<file path="config.mk">
export PLATFORM = sky130hd
export DESIGN_NAME = dual_rail_link_flat
export DESIGN_NICKNAME = d
export VERILOG_FILES = /design/src/rtl/dual_rail_link_if.sv /design/src/rtl/dual_rail_link.sv /design/src/flat_wrapper.sv
export SDC_FILE = /design/constraint.sdc
export NUM_CORES = 1
export LEC_CHECK = 0
export CORE_MARGIN = 5
export CORE_UTILIZATION = 40
export CTS_CLUSTER_DIAMETER = 40
export DETAILED_ROUTE_END_ITERATION = 16
export PLACE_DENSITY = 0.72
export SKIP_LAST_GASP = 1
export SYNTH_ARGS = -nofsm -noshare
export SYNTH_HDL_FRONTEND = slang
export SYNTH_SLANG_ARGS = --single-unit
export TNS_END_PERCENT = 1
</file>
<file path="constraint.sdc">
create_clock -name clk -period 2.8 [get_ports clk]
set_input_delay 0.56 -clock clk [delete_from_list [all_inputs] [get_ports clk]]
set_output_delay 0.56 -clock clk [all_outputs]
set_load 0.03 [all_outputs]
</file>
<file path="src/rtl/dual_rail_link_if.sv">
// Word-level handshake bundle for dual_rail_link: sender-side request/data
// and receiver-side decoded word.
interface dual_rail_link_if #(
  parameter int WIDTH = 8
);
  logic [WIDTH-1:0] tx_data;
  logic             tx_valid;
  logic             tx_ready;
  logic [WIDTH-1:0] inj;
  logic [WIDTH-1:0] rx_data;
  logic             rx_valid;

  modport master (
    output tx_data, tx_valid, inj,
    input  tx_ready, rx_data, rx_valid
  );

  modport slave (
    input  tx_data, tx_valid, inj,
    output tx_ready, rx_data, rx_valid
  );
endinterface

</file>
<file path="src/rtl/dual_rail_link.sv">
// WIDTH-bit four-phase dual-rail link: sender FSM drives rail pairs, receiver
// performs completion detection and returns ack; adds error flags and a word counter.
module dual_rail_link #(
  parameter int WIDTH   = 8,
  parameter int TIMEOUT = 15,
  parameter int CW      = 16
) (
  input  logic                  clk,
  input  logic                  rst,
  dual_rail_link_if.slave       lnk,
  output logic [WIDTH-1:0]      rail0,
  output logic [WIDTH-1:0]      rail1,
  output logic                  ack,
  output logic                  code_err,
  output logic                  timeout_err,
  output logic [CW-1:0]         word_count
);

  localparam int TW = $clog2(TIMEOUT + 1);

  typedef enum logic [1:0] {
    IDLE   = 2'd0,
    DATA   = 2'd1,
    SPACER = 2'd2
  } state_t;

  state_t           state_r, state_s;
  logic [TW-1:0]    wait_r;
  logic [WIDTH-1:0] rail0_r, rail1_r, rail0_s, rail1_s;
  logic             tx_ready_r;
  logic             timeout_err_r, to_set_s;
  logic             accept_s, wait_hit_s;
  logic             ack_r, rx_valid_r, code_err_r;
  logic [WIDTH-1:0] rx_data_r;
  logic [CW-1:0]    word_count_r;
  logic             complete_s, empty_s, illegal_s;

  function automatic logic pair_complete(input logic [WIDTH-1:0] r0, input logic [WIDTH-1:0] r1);
    return &(r0 ^ r1);
  endfunction

  function automatic logic pair_empty(input logic [WIDTH-1:0] r0, input logic [WIDTH-1:0] r1);
    return ~|(r0 | r1);
  endfunction

  function automatic logic pair_illegal(input logic [WIDTH-1:0] r0, input logic [WIDTH-1:0] r1);
    return |(r0 & r1);
  endfunction

  assign accept_s   = lnk.tx_valid & tx_ready_r;
  assign wait_hit_s = (wait_r == TW'(TIMEOUT - 1));
  assign complete_s = pair_complete(rail0_r, rail1_r);
  assign empty_s    = pair_empty(rail0_r, rail1_r);
  assign illegal_s  = pair_illegal(rail0_r, rail1_r);

  // Sender state, wait counter and registered sender outputs.
  always_ff @(posedge clk or posedge rst) begin
    if (rst) begin
      state_r       <= IDLE;
      wait_r        <= {TW{1'b0}};
      rail0_r       <= {WIDTH{1'b0}};
      rail1_r       <= {WIDTH{1'b0}};
      tx_ready_r    <= 1'b1;
      timeout_err_r <= 1'b0;
    end else begin
      state_r    <= state_s;
      rail0_r    <= rail0_s;
      rail1_r    <= rail1_s;
      tx_ready_r <= (state_s == IDLE);
      if (state_s != state_r) begin
        wait_r <= {TW{1'b0}};
      end else if (state_r != IDLE) begin
        wait_r <= wait_r + {{(TW-1){1'b0}}, 1'b1};
      end else begin
        wait_r <= {TW{1'b0}};
      end
      if (to_set_s) begin
        timeout_err_r <= 1'b1;
      end else begin
        timeout_err_r <= timeout_err_r;
      end
    end
  end

  // Sender next-state logic.
  always_comb begin
    state_s = state_r;
    case (state_r)
      IDLE: begin
        if (accept_s) state_s = DATA;
        else          state_s = IDLE;
      end
      DATA: begin
        if (ack_r || wait_hit_s) state_s = SPACER;
        else                     state_s = DATA;
      end
      SPACER: begin
        if (!ack_r || wait_hit_s) state_s = IDLE;
        else                      state_s = SPACER;
      end
      default: state_s = IDLE;
    endcase
  end

  // Sender rail drive and timeout flagging; an ack arriving on the timeout
  // cycle takes priority so it is not reported as an error.
  always_comb begin
    rail0_s  = rail0_r;
    rail1_s  = rail1_r;
    to_set_s = 1'b0;
    case (state_r)
      IDLE: begin
        if (accept_s) begin
          rail0_s = ~lnk.tx_data | lnk.inj;
          rail1_s =  lnk.tx_data | lnk.inj;
        end else begin
          rail0_s = {WIDTH{1'b0}};
          rail1_s = {WIDTH{1'b0}};
        end
      end
      DATA: begin
        if (ack_r) begin
          rail0_s = {WIDTH{1'b0}};
          rail1_s = {WIDTH{1'b0}};
        end else if (wait_hit_s) begin
          rail0_s  = {WIDTH{1'b0}};
          rail1_s  = {WIDTH{1'b0}};
          to_set_s = 1'b1;
        end else begin
          rail0_s = rail0_r;
          rail1_s = rail1_r;
        end
      end
      SPACER: begin
        rail0_s = {WIDTH{1'b0}};
        rail1_s = {WIDTH{1'b0}};
        if (!ack_r) to_set_s = 1'b0;
        else        to_set_s = wait_hit_s;
      end
      default: begin
        rail0_s = {WIDTH{1'b0}};
        rail1_s = {WIDTH{1'b0}};
      end
    endcase
  end

  // Receiver: completion/spacer detection, ack, decoded word and counter.
  always_ff @(posedge clk or posedge rst) begin
    if (rst) begin
      ack_r        <= 1'b0;
      rx_valid_r   <= 1'b0;
      rx_data_r    <= {WIDTH{1'b0}};
      word_count_r <= {CW{1'b0}};
      code_err_r   <= 1'b0;
    end else begin
      rx_valid_r <= 1'b0;
      if (!ack_r && complete_s) begin
        ack_r        <= 1'b1;
        rx_data_r    <= rail1_r;
        rx_valid_r   <= 1'b1;
        word_count_r <= word_count_r + {{(CW-1){1'b0}}, 1'b1};
      end else if (ack_r && empty_s) begin
        ack_r <= 1'b0;
      end else begin
        ack_r <= ack_r;
      end
      if (illegal_s) begin
        code_err_r <= 1'b1;
      end else begin
        code_err_r <= code_err_r;
      end
    end
  end

  assign lnk.tx_ready = tx_ready_r;
  assign lnk.rx_data  = rx_data_r;
  assign lnk.rx_valid = rx_valid_r;
  assign rail0        = rail0_r;
  assign rail1        = rail1_r;
  assign ack          = ack_r;
  assign code_err     = code_err_r;
  assign timeout_err  = timeout_err_r;
  assign word_count   = word_count_r;

endmodule

</file>
<file path="src/flat_wrapper.sv">
// flat-port wrapper written by rule: the top's interface ports become plain ports
module dual_rail_link_flat 
#(
  parameter int WIDTH   = 8,
  parameter int TIMEOUT = 15,
  parameter int CW      = 16
)
  (clk, rst, rail0, rail1, ack, code_err, timeout_err, word_count, lnk_tx_data, lnk_tx_valid, lnk_inj, lnk_tx_ready, lnk_rx_data, lnk_rx_valid);
  dual_rail_link_if #(.WIDTH(WIDTH)) lnk_i ();
  input  logic clk;
  input  logic rst;
  output logic [WIDTH-1:0] rail0;
  output logic [WIDTH-1:0] rail1;
  output logic ack;
  output logic code_err;
  output logic timeout_err;
  output logic [CW-1:0] word_count;
  input wire logic [$bits(lnk_i.tx_data)-1:0] lnk_tx_data;
  input wire logic [$bits(lnk_i.tx_valid)-1:0] lnk_tx_valid;
  input wire logic [$bits(lnk_i.inj)-1:0] lnk_inj;
  output wire logic [$bits(lnk_i.tx_ready)-1:0] lnk_tx_ready;
  output wire logic [$bits(lnk_i.rx_data)-1:0] lnk_rx_data;
  output wire logic [$bits(lnk_i.rx_valid)-1:0] lnk_rx_valid;
  assign lnk_i.tx_data = lnk_tx_data;
  assign lnk_i.tx_valid = lnk_tx_valid;
  assign lnk_i.inj = lnk_inj;
  assign lnk_tx_ready = lnk_i.tx_ready;
  assign lnk_rx_data = lnk_i.rx_data;
  assign lnk_rx_valid = lnk_i.rx_valid;
  dual_rail_link #(.WIDTH(WIDTH), .TIMEOUT(TIMEOUT), .CW(CW)) u_core (.clk(clk), .rst(rst), .lnk(lnk_i), .rail0(rail0), .rail1(rail1), .ack(ack), .code_err(code_err), .timeout_err(timeout_err), .word_count(word_count));
endmodule
</file>
==> results of run 1 <==
sequential cells by signal (all words and copies together), names as in the netlist:
name                 flops
u_core.wait_r            4
u_core.lnk.tx_ready      1
u_core.lnk.rx_data       8
u_core.timeout_err       1
u_core.ack               1
u_core.rail1             8
u_core.code_err          1
u_core.state_r           2
u_core.word_count       16
u_core.lnk.rx_valid      1
u_core.rail0             8
worst max path at each step:
stage                                  from                     to  slack [ns]  cells past startpoint
after floorplan             u_core.rail1[1]  u_core.lnk.rx_data[0]        0.73                      6
after global placement         lnk_tx_valid       u_core.wait_r[0]        0.49                      5
after detailed placement       lnk_tx_valid       u_core.wait_r[1]        0.38                      5
after CTS                 u_core.state_r[0]       u_core.wait_r[1]        0.48                      6
after global routing      u_core.state_r[0]       u_core.wait_r[1]        0.19                      6
final                     u_core.state_r[0]       u_core.wait_r[1]        0.50                      6
cell families (layout without fill, tap and decap cells):
logic type,after synthesis,in the layout,synth area share (%)
AND/OR/NAND/NOR,68,68,14.7
flip-flops,51,51,49.2
AO/OA/AOI/OAI,46,46,10.3
buffers and inverters,34,103,5.11
adder cells (fa/ha/maj),23,23,11.1
XOR/XNOR,17,17,5.73
multiplexers,9,9,3.90
cell type report:
class / instances / share of cell area [%]
Multi-Input combinational cell: 163 / 34.5
Inverter: 28 / 3.05
Timing Repair Buffer: 67 / 19.2
Sequential cell: 51 / 37.1
Clock buffer: 6 / 2.40
Tap cell: 77 / 2.79
Clock inverter: 2 / 1.02
layer usage:
metal,global-route usage (%),vias to the layer above
met5,0,-
met4,4.96,0
met3,3.33,7
met2,23.7,67
met1,18.1,943
li1,-,984
report_power, final:
part	total, uW	switching [uW]	leakage (uW)	internal, uW
clock	519	229	0.0000612	289
sequential	863	68.9	0.000695	794
combinational	411	239	0.000837	172
cells in the final DEF, fill, tap and decap left out, types with 2 or more instances in the layout:
cell / n
clkdlybuf4s50_1: 63
dfrtp_1: 50
o21ai_0: 34
inv_1: 27
nand2_1: 24
ha_1: 23
xnor2_1: 14
nand3_1: 10
nand4_1: 8
nor2_1: 7
mux2_2: 7
clkbuf_8: 6
a311oi_1: 5
buf_4: 4
and3_1: 3
xor2_1: 3
mux2_1: 2
nand2b_1: 2
or2_2: 2
o211ai_1: 2
nor4_1: 2
through the flow:
| stage | hold slack, ns | util (%) | instance area [um2] | std cells | worst slack (ns) |
|---|---|---|---|---|---|
| 2_1_floorplan | 0.460 | - | 2600 | 248 | 0.729 |
| 3_3_place_gp | 0.441 | 52.4 | 3330 | 386 | 0.490 |
| 3_5_place_dp | 0.444 | 52.4 | 3330 | 386 | 0.381 |
| 4_1_cts | 0.465 | 54.3 | 3450 | 394 | 0.479 |
| 5_1_grt | 0.491 | 54.3 | 3450 | 394 | 0.193 |
| 6_report | 0.459 | 54.3 | 3450 | 394 | 0.496 |
==> metrics.txt, run 1 <==
wl on met1 2.40 mm; RSZ-0062 raised after global routing no; P&R area growth vs syn 32.7%; # port buffers 63; FMAX between 0.4 and 0.5 GHz; R2R cell count 6; post-CTS setup buffers 0; Synth area leader dfrtp_1; Ant. Diodes 0; Max Slew Vio Count 0; Reg2Reg Launch Point u_core.state_r[0]; vias in the first global route 2034; Syn Nets between 200 and 300; cell family with most CP delay compound AO/OA/AOI/OAI gates; clk sinks 51; core area 6350 um2; Min-Delay Path Depth 1; critical-path maximum fanout 20; pwr dens approximately 520 nW/um2; I/O pins 64; TNS Setup 0 ns; critical path startpoint category register; top cells by count, synth 50 x dfrtp_1, 34 x o21ai_0, 28 x inv_1; peak supply drop 0.000262 V; Critical Path Slowest Stage Cell and3_1; Clk Latency, worst-skew pair approximately 0.30 ns; met2 wire length 2.76 mm; CP peak stage delay 0.53 ns; EDFF count, synth 0; Req. time, crit path 2.99 ns; Routed wire per std cell 14.1 um; iteration-0 DRC count of the detailed router 67; Fin. Hold Viols 0; Setup CP Type register to register; Syn Std Cell Area 2600 um2; Setup-failing EPs final 0; first-pass GRT wire length 9.56 mm; total CTS buffers 5; H-Tree Depth 2; Starting Density 40.9%; worst min path class register to register; Tot GR Track Use 14.2%; Crit. End Element register; TritonCTS clock tree yes; First-pass DRT Iterations 4; via count 2001; Max Used Layer met4; status completed; Synth Instances 248; Bufs and invs on worst path 1; min-delay src u_core.timeout_err; met3 wire length 339 um; row count 29; Total Die Area 8210 um2; post-detailed-route count of antenna-violating nets 0; P_leak 0.00159 uW; Post-CTS Resized 0; Yosys top cell area share about half; Unique masters post-synth 36; Clock Path Buffers 2; hold_buf cts 0; Max Cap Viol 0; pin count of the biggest net entering global routing slightly above 40; most common cell in the netlist dfrtp_1; placer's final routability congestion estimate ~0.80; Period minus WS final about 2.3 ns; share of cells above drive strength 1 9.15%; grt ovf 0; root buffer selected by CTS clkbuf_8; Seq/Total Area, Yosys 49.2%; Final HPWL DP 4.36 mm; Clk pin slew, worst setup/hold paths 0.09 ns; number of fill cells 552; period utilization 82.3%; die span in x around 91 um; worst path cell trace inv_1 -> ha_1 -> and3_1 -> nand2_1 -> a311o_1 -> a311oi_1; asr flop ratio synth 100%; nets 358; initial antenna violation count 0; data arrival time of the worst path 2.49 ns; worst flop-to-flop path endpoint u_core.wait_r[1]; vias per inst 5.08; final wirelength 5.57 mm; Clock Skew 0.00846 ns; r2r setup slk approximately 0.50 ns; register area 1280 um2; Worst-Margin Slew roughly 0.83 ns; ys flop type dfrtp_1; Worst Hold End u_core.timeout_err; multi-input logic area approximately 1200 um2; final total power 1790 uW; Synth Register Bits 51; die height between 90 and 100 um; Synth area leaders dfrtp_1 48%, ha_1 11%, o21ai_0 6.6%; Mean Syn Cell Area between 10 and 15 um2; DRC viols 0; Ys Warns 0; Max-slew headroom between 40% and 50%
Power figures use the tool's default switching activity.
==> run 2: changes to the inputs <==
Settings changed: PLACE_DENSITY 0.72 to 0.75.
Clock period 2.8 ns to 1.96 ns, I/O delays scaled along.
==> run 2 against run 1 <==
  * The flow now finishes with violations (negative setup slack)
  * Critical path depth unchanged
  * First-iteration DRC count is 18% lower
  * Non-clock buffer count increased by 18
  * Hold slack got worse by 0.11 ns
  * Highest routed layer unchanged
  * Clock power rose by 9.4%
  * Sequential share of layout area shrank 1.4 points
  * Die area stayed put
  * Combinational power grew 79%
==> metrics.txt, run 2 (same netlist as run 1, synthesis figures left out) <==
final wirelength 5.86 mm; Worst-Margin Slew 0.523 ns; most common cell after layout, fill and taps aside clkdlybuf4s50_1; pin count of the biggest net entering global routing 35; failing checks negative setup slack; placer's final routability congestion estimate 0.901; Clock Skew 0.00271 ns; hold_buf cts 0; critical-path maximum fanout 4; die height 90.6 um; Fin. Hold Viols 0; nets 376; vias per inst 5.04; RSZ-0062 raised after global routing yes; Starting Density 40.9%; register area 1290 um2; vias in the first global route 2026; Crit. End Element register; total CTS buffers 5; R2R cell count 6; root buffer selected by CTS clkbuf_8; P&R area growth vs syn 39.2%; Clk pin slew, worst setup/hold paths 0.08 ns; post-detailed-route count of antenna-violating nets 0; Clk Latency, worst-skew pair 0.30 ns; row count 29; Setup CP Type register to register; Max-slew headroom roughly two thirds; share of cells above drive strength 1 about 20%; period utilization 102%; GRT met1 Usage 17.8%; met2 GRT Util between 20% and 30%; I/O pins 64; Clock Path Buffers 2; pre-CTS setup slack -0.0527 ns; P_leak between 0.0015 and 0.002 uW; Critical Path Slowest Stage Cell dfrtp_1; grt ovf 0; Max Slew Vio Count 0; final total power approximately 2500 uW; r2r setup slk -0.04 ns; Total Die Area 8210 um2; worst min path class input port to async pin; Period minus WS final 2.00 ns; Final HPWL DP 4.41 mm; Setup-failing EPs final 2; critical path startpoint category register; status finished with violations; max FFs per register 16; # port buffers 63; Ant. Diodes 0; iteration-0 DRC count of the detailed router 55; worst path cell trace inv_1 -> ha_2 -> and3_4 -> or3_4 -> a311o_1 -> a311oi_2; clk sinks around 50; Reg2Reg Launch Point u_core.wait_r[0]; highest-count cells in the layout ignoring fill and taps 63 x clkdlybuf4s50_1, 41 x dfrtp_1, 34 x o21ai_0; Routed wire per std cell between 10 and 15 um; via count between 2000 and 2500; FMAX 0.501 GHz; worst flop-to-flop path endpoint u_core.wait_r[2]; core area roughly 6300 um2; first-pass GRT wire length 9.54 mm; First-pass DRT Iterations 4; CP peak stage delay 0.40 ns; cell family with most CP delay compound AO/OA/AOI/OAI gates; busiest grt layer met2; data arrival time of the worst path 2.20 ns; H-Tree Depth 2; initial antenna violation count 0; pwr dens between 600 and 700 nW/um2; number of fill cells 537; multi-input logic area roughly 1200 um2; met3 usage roughly 3.8%; TritonCTS clock tree yes; Bufs and invs on worst path 1; peak supply drop 0.000342 V; Tot GR Track Use 14.3%; Worst Slack Setup Final -0.0356 ns; Req. time, crit path 2.17 ns; DRC viols 0; die span in x 90.6 um; Max Cap Viol 0
[run 2: changes by cell type in the layout (fill, tap and decap cells not counted), sizes merged]
| cell | previous run | this run |
|---|---|---|
| buf | 4 | 22 |
| bufinv | 1 | 0 |
| clkbuf | 6 | 7 |
| clkinv | 1 | 0 |
[run 2: how the worst max path moves through the flow]
stage,depth (start not counted),start,end,slack (ns)
after floorplan,6,u_core.rail0[3],u_core.lnk.rx_data[0],-0.03
after global placement,5,lnk_tx_valid,u_core.wait_r[0],0.02
after detailed placement,5,lnk_tx_valid,u_core.wait_r[0],-0.05
after CTS,6,u_core.state_r[1],u_core.wait_r[0],0.009
after global routing,6,u_core.state_r[0],u_core.wait_r[2],-0.17
final,6,u_core.wait_r[0],u_core.wait_r[2],-0.04
[run 2: final cells by class]
type	count	area share, %
Clock buffer	7	2.11
Timing Repair Buffer	85	22.4
Inverter	28	2.91
Sequential cell	51	35.6
Multi-Input combinational cell	163	34.3
Tap cell	77	2.66
[run 2: timing repair]
item / in CTS / in global routing
pin swaps: 0 / 7
gates resized for setup: 0 / 11
endpoints found under the setup margin: 4 / 22
buffers inserted: 1 / 3
[run 2: per-layer routing]
layer	vias up	part of all wire, %
met5	-	0
met4	0	1.6
met3	8	5.9
met2	58	49
met1	983	44
li1	1022	-
[run 2: through the flow]
stage | cell area, um2 | cells | util (%) | TNS (ns) | hold WS [ns]
final | 3620 | 411 | 56.9 | -0.0474 | 0.352
after global routing | 3620 | 411 | 56.9 | -1.12 | 0.384
after CTS | 3550 | 408 | 55.9 | 0 | 0.359
after detailed placement | 3460 | 400 | 54.6 | -0.121 | 0.448
after global placement | 3460 | 400 | 54.6 | 0 | 0.444
after floorplan | 2620 | 248 | - | -0.0773 | 0.460
[run 2: power by group]
group | total [uW] | internal (uW) | leakage, uW | switching [uW]
clock network | 568 | 247 | 0.0000383 | 322
logic | 734 | 335 | 0.000941 | 399
registers | 1210 | 1140 | 0.000680 | 71.1
total | 2510 | 1720 | 0.00166 | 792
[run 2: worst register-to-register path, cell delays in order, from the launching register on]
cell and delay, ns:
dfrtp_1 0.40, inv_1 0.06, ha_2 0.19, and3_4 0.19, or3_4 0.36, a311o_1 0.40
a311oi_2 0.30
==> run 3: changes to the inputs <==
Settings changed: PLACE_DENSITY 0.75 to 0.7.
==> run 3 against run 2 <==
  * The run still ends with negative setup slack left
  * Utilization grew 1.0 points
  * Highest routed layer unchanged
  * Critical path depth is the same
  * Total power grew 7.6%
  * Worst setup slack lost 0.011 ns
  * Cell area grew 1.8%
  * Maximum frequency shrank 0.53%
  * Critical endpoint unchanged
  * Wire length shrank 3.3%
  * Clock power grew 32%
==> metrics.txt, run 3 (same netlist as run 1, synthesis figures left out) <==
placer's final routability congestion estimate 0.876; most common cell after layout, fill and taps aside clkdlybuf4s50_1; Clk pin slew, worst setup/hold paths approximately 0.09 ns; Setup-failing EPs final 4; First-pass DRT Iterations 4; Critical Path End u_core.wait_r[2]; Req. time, crit path 2.18 ns; vias per inst 4.92; Crit. End Element register; pin count of the biggest net entering global routing 52; row count 29; critical-path maximum fanout 4; I/O pins between 60 and 70; pwr dens 734 nW/um2; H-Tree Depth 2; total CTS buffers 5; number of fill cells 534; WHS 0.438 ns; R2R cell count 6; peak supply drop 0.000348 V; Comb power frac 27.2%; share of cells above drive strength 1 20.9%; Max Cap Viol 0; Worst Slack Setup Final -0.0462 ns; P_leak 0.00169 uW; Worst-Margin Slew 0.494 ns; Starting Density 40.9%; Routed wire per std cell 13.8 um; Total Die Area 8210 um2; Ant. Diodes 0; grt ovf 0; post-detailed-route count of antenna-violating nets 0; TritonCTS clock tree yes; core area ~6300 um2; critical path startpoint u_core.wait_r[0]; failing checks negative setup slack; status finished with violations; Max-slew headroom roughly two thirds; Clk Latency, worst-skew pair roughly 0.3 ns; DRC viols 0; worst flop-to-flop path endpoint u_core.wait_r[2]; worst min path class input port to async pin; pre-CTS setup slack -0.0590 ns; root buffer selected by CTS clkbuf_8; Seq pwr share about 45%; highest-count cells in the layout ignoring fill and taps 63 x clkdlybuf4s50_1, 40 x dfrtp_1, 34 x o21ai_0; FMAX 0.498 GHz; switching power total roughly 810 uW; final total power 2700 uW; initial antenna violation count 0; Tot GR Track Use 14.0%; # port buffers 63; P&R area growth vs syn 41.7%; Max Slew Vio Count 0; critical path startpoint category register; via count roughly 2000; Clock Path Buffers 2; nets between 300 and 400; final wirelength 5.67 mm; Clock Skew 0.00800 ns; iteration-0 DRC count of the detailed router 51; Fin. Hold Viols 0; first-pass GRT wire length between 9 and 10 mm; Clock power frac 27.8%; r2r setup slk -0.05 ns; final core utilization between 50% and 60%; period utilization 102%; sw frac 29.9%; vias in the first global route between 1500 and 2000; P_int 1890 uW; Setup CP Type register to register; max FFs per register 16; die span in x between 90 and 100 um; die height 90.6 um; Final HPWL DP between 4 and 5 mm; Reg2Reg Launch Point u_core.wait_r[0]; RSZ-0062 raised after global routing yes; clk sinks 51; Period minus WS final between 2 and 2.5 ns; data arrival time of the worst path 2.22 ns
## run 3: changes by cell type in the layout (fill, tap and decap cells not counted), sizes merged
cell    delta
bufinv     +1
clkbuf     -1
clkinv     +1
## run 3: power by group through the flow
stage	Sequential, uW	Combinational (uW)	Clock [uW]
3_3_place_gp	1230	637	0
3_5_place_dp	1240	650	0
5_1_grt	1230	823	806
2_1_floorplan	1320	294	0
4_1_cts	1210	667	775
6_report	1210	735	752
## run 3: final cells by class
type | instances | area (um2) | area share [%]
sequential | 51 | 1290 | 35.0
multi-input combinational | 163 | 1250 | 33.9
timing repair buffer | 85 | 825 | 22.4
inverter | 28 | 105 | 2.86
tap | 77 | 96.3 | 2.62
clock buffer | 6 | 82.6 | 2.24
clock inverter | 2 | 35.0 | 0.952
## run 3: how the worst min path moves through the flow
stage | start | endpoint | depth (start not counted) | slack, ns
after CTS | rst | u_core.word_count[11] | 3 | 0.45
after global routing | rst | u_core.word_count[7] | 3 | 0.46
final | rst | u_core.word_count[8] | 3 | 0.44
after detailed placement | u_core.timeout_err | u_core.timeout_err | 1 | 0.44
after global placement | u_core.timeout_err | u_core.timeout_err | 1 | 0.44
after floorplan | u_core.wait_r[0] | u_core.wait_r[0] | 1 | 0.46
## run 3: timing repair
item	4_1_cts	5_1_grt
gates cloned	0	0
gates resized for setup	2	11
buffers inserted	0	3
setup endpoints to repair	4	16
pin swaps	1	5
hold buffers	0	0
## run 3: layer usage
layer	track usage [%]	part of all wire (%)	routed length [um]	up-vias
met2	22.0	47	2650	50
li1	-	-	-	1023
met4	4.84	1.7	95	0
met3	3.42	5.8	328	8
met1	18.7	46	2590	946
met5	0	0	0	-
## run 3: stage by stage
stage                     area (um2)  cells  setup TNS (ns)
after global placement          3480    401         -0.0459
after CTS                       3610    409               0
final                           3680    412          -0.134
after floorplan                 2620    248         -0.0773
after detailed placement        3480    401         -0.0590
after global routing            3680    412          -0.999
## run 3: critical path: stages, from the launching register on
cell	delay, ns
dfrtp_1	0.43
inv_1	0.07
ha_2	0.20
and3_4	0.20
or3_1	0.35
a311o_1	0.41
a311oi_2	0.27
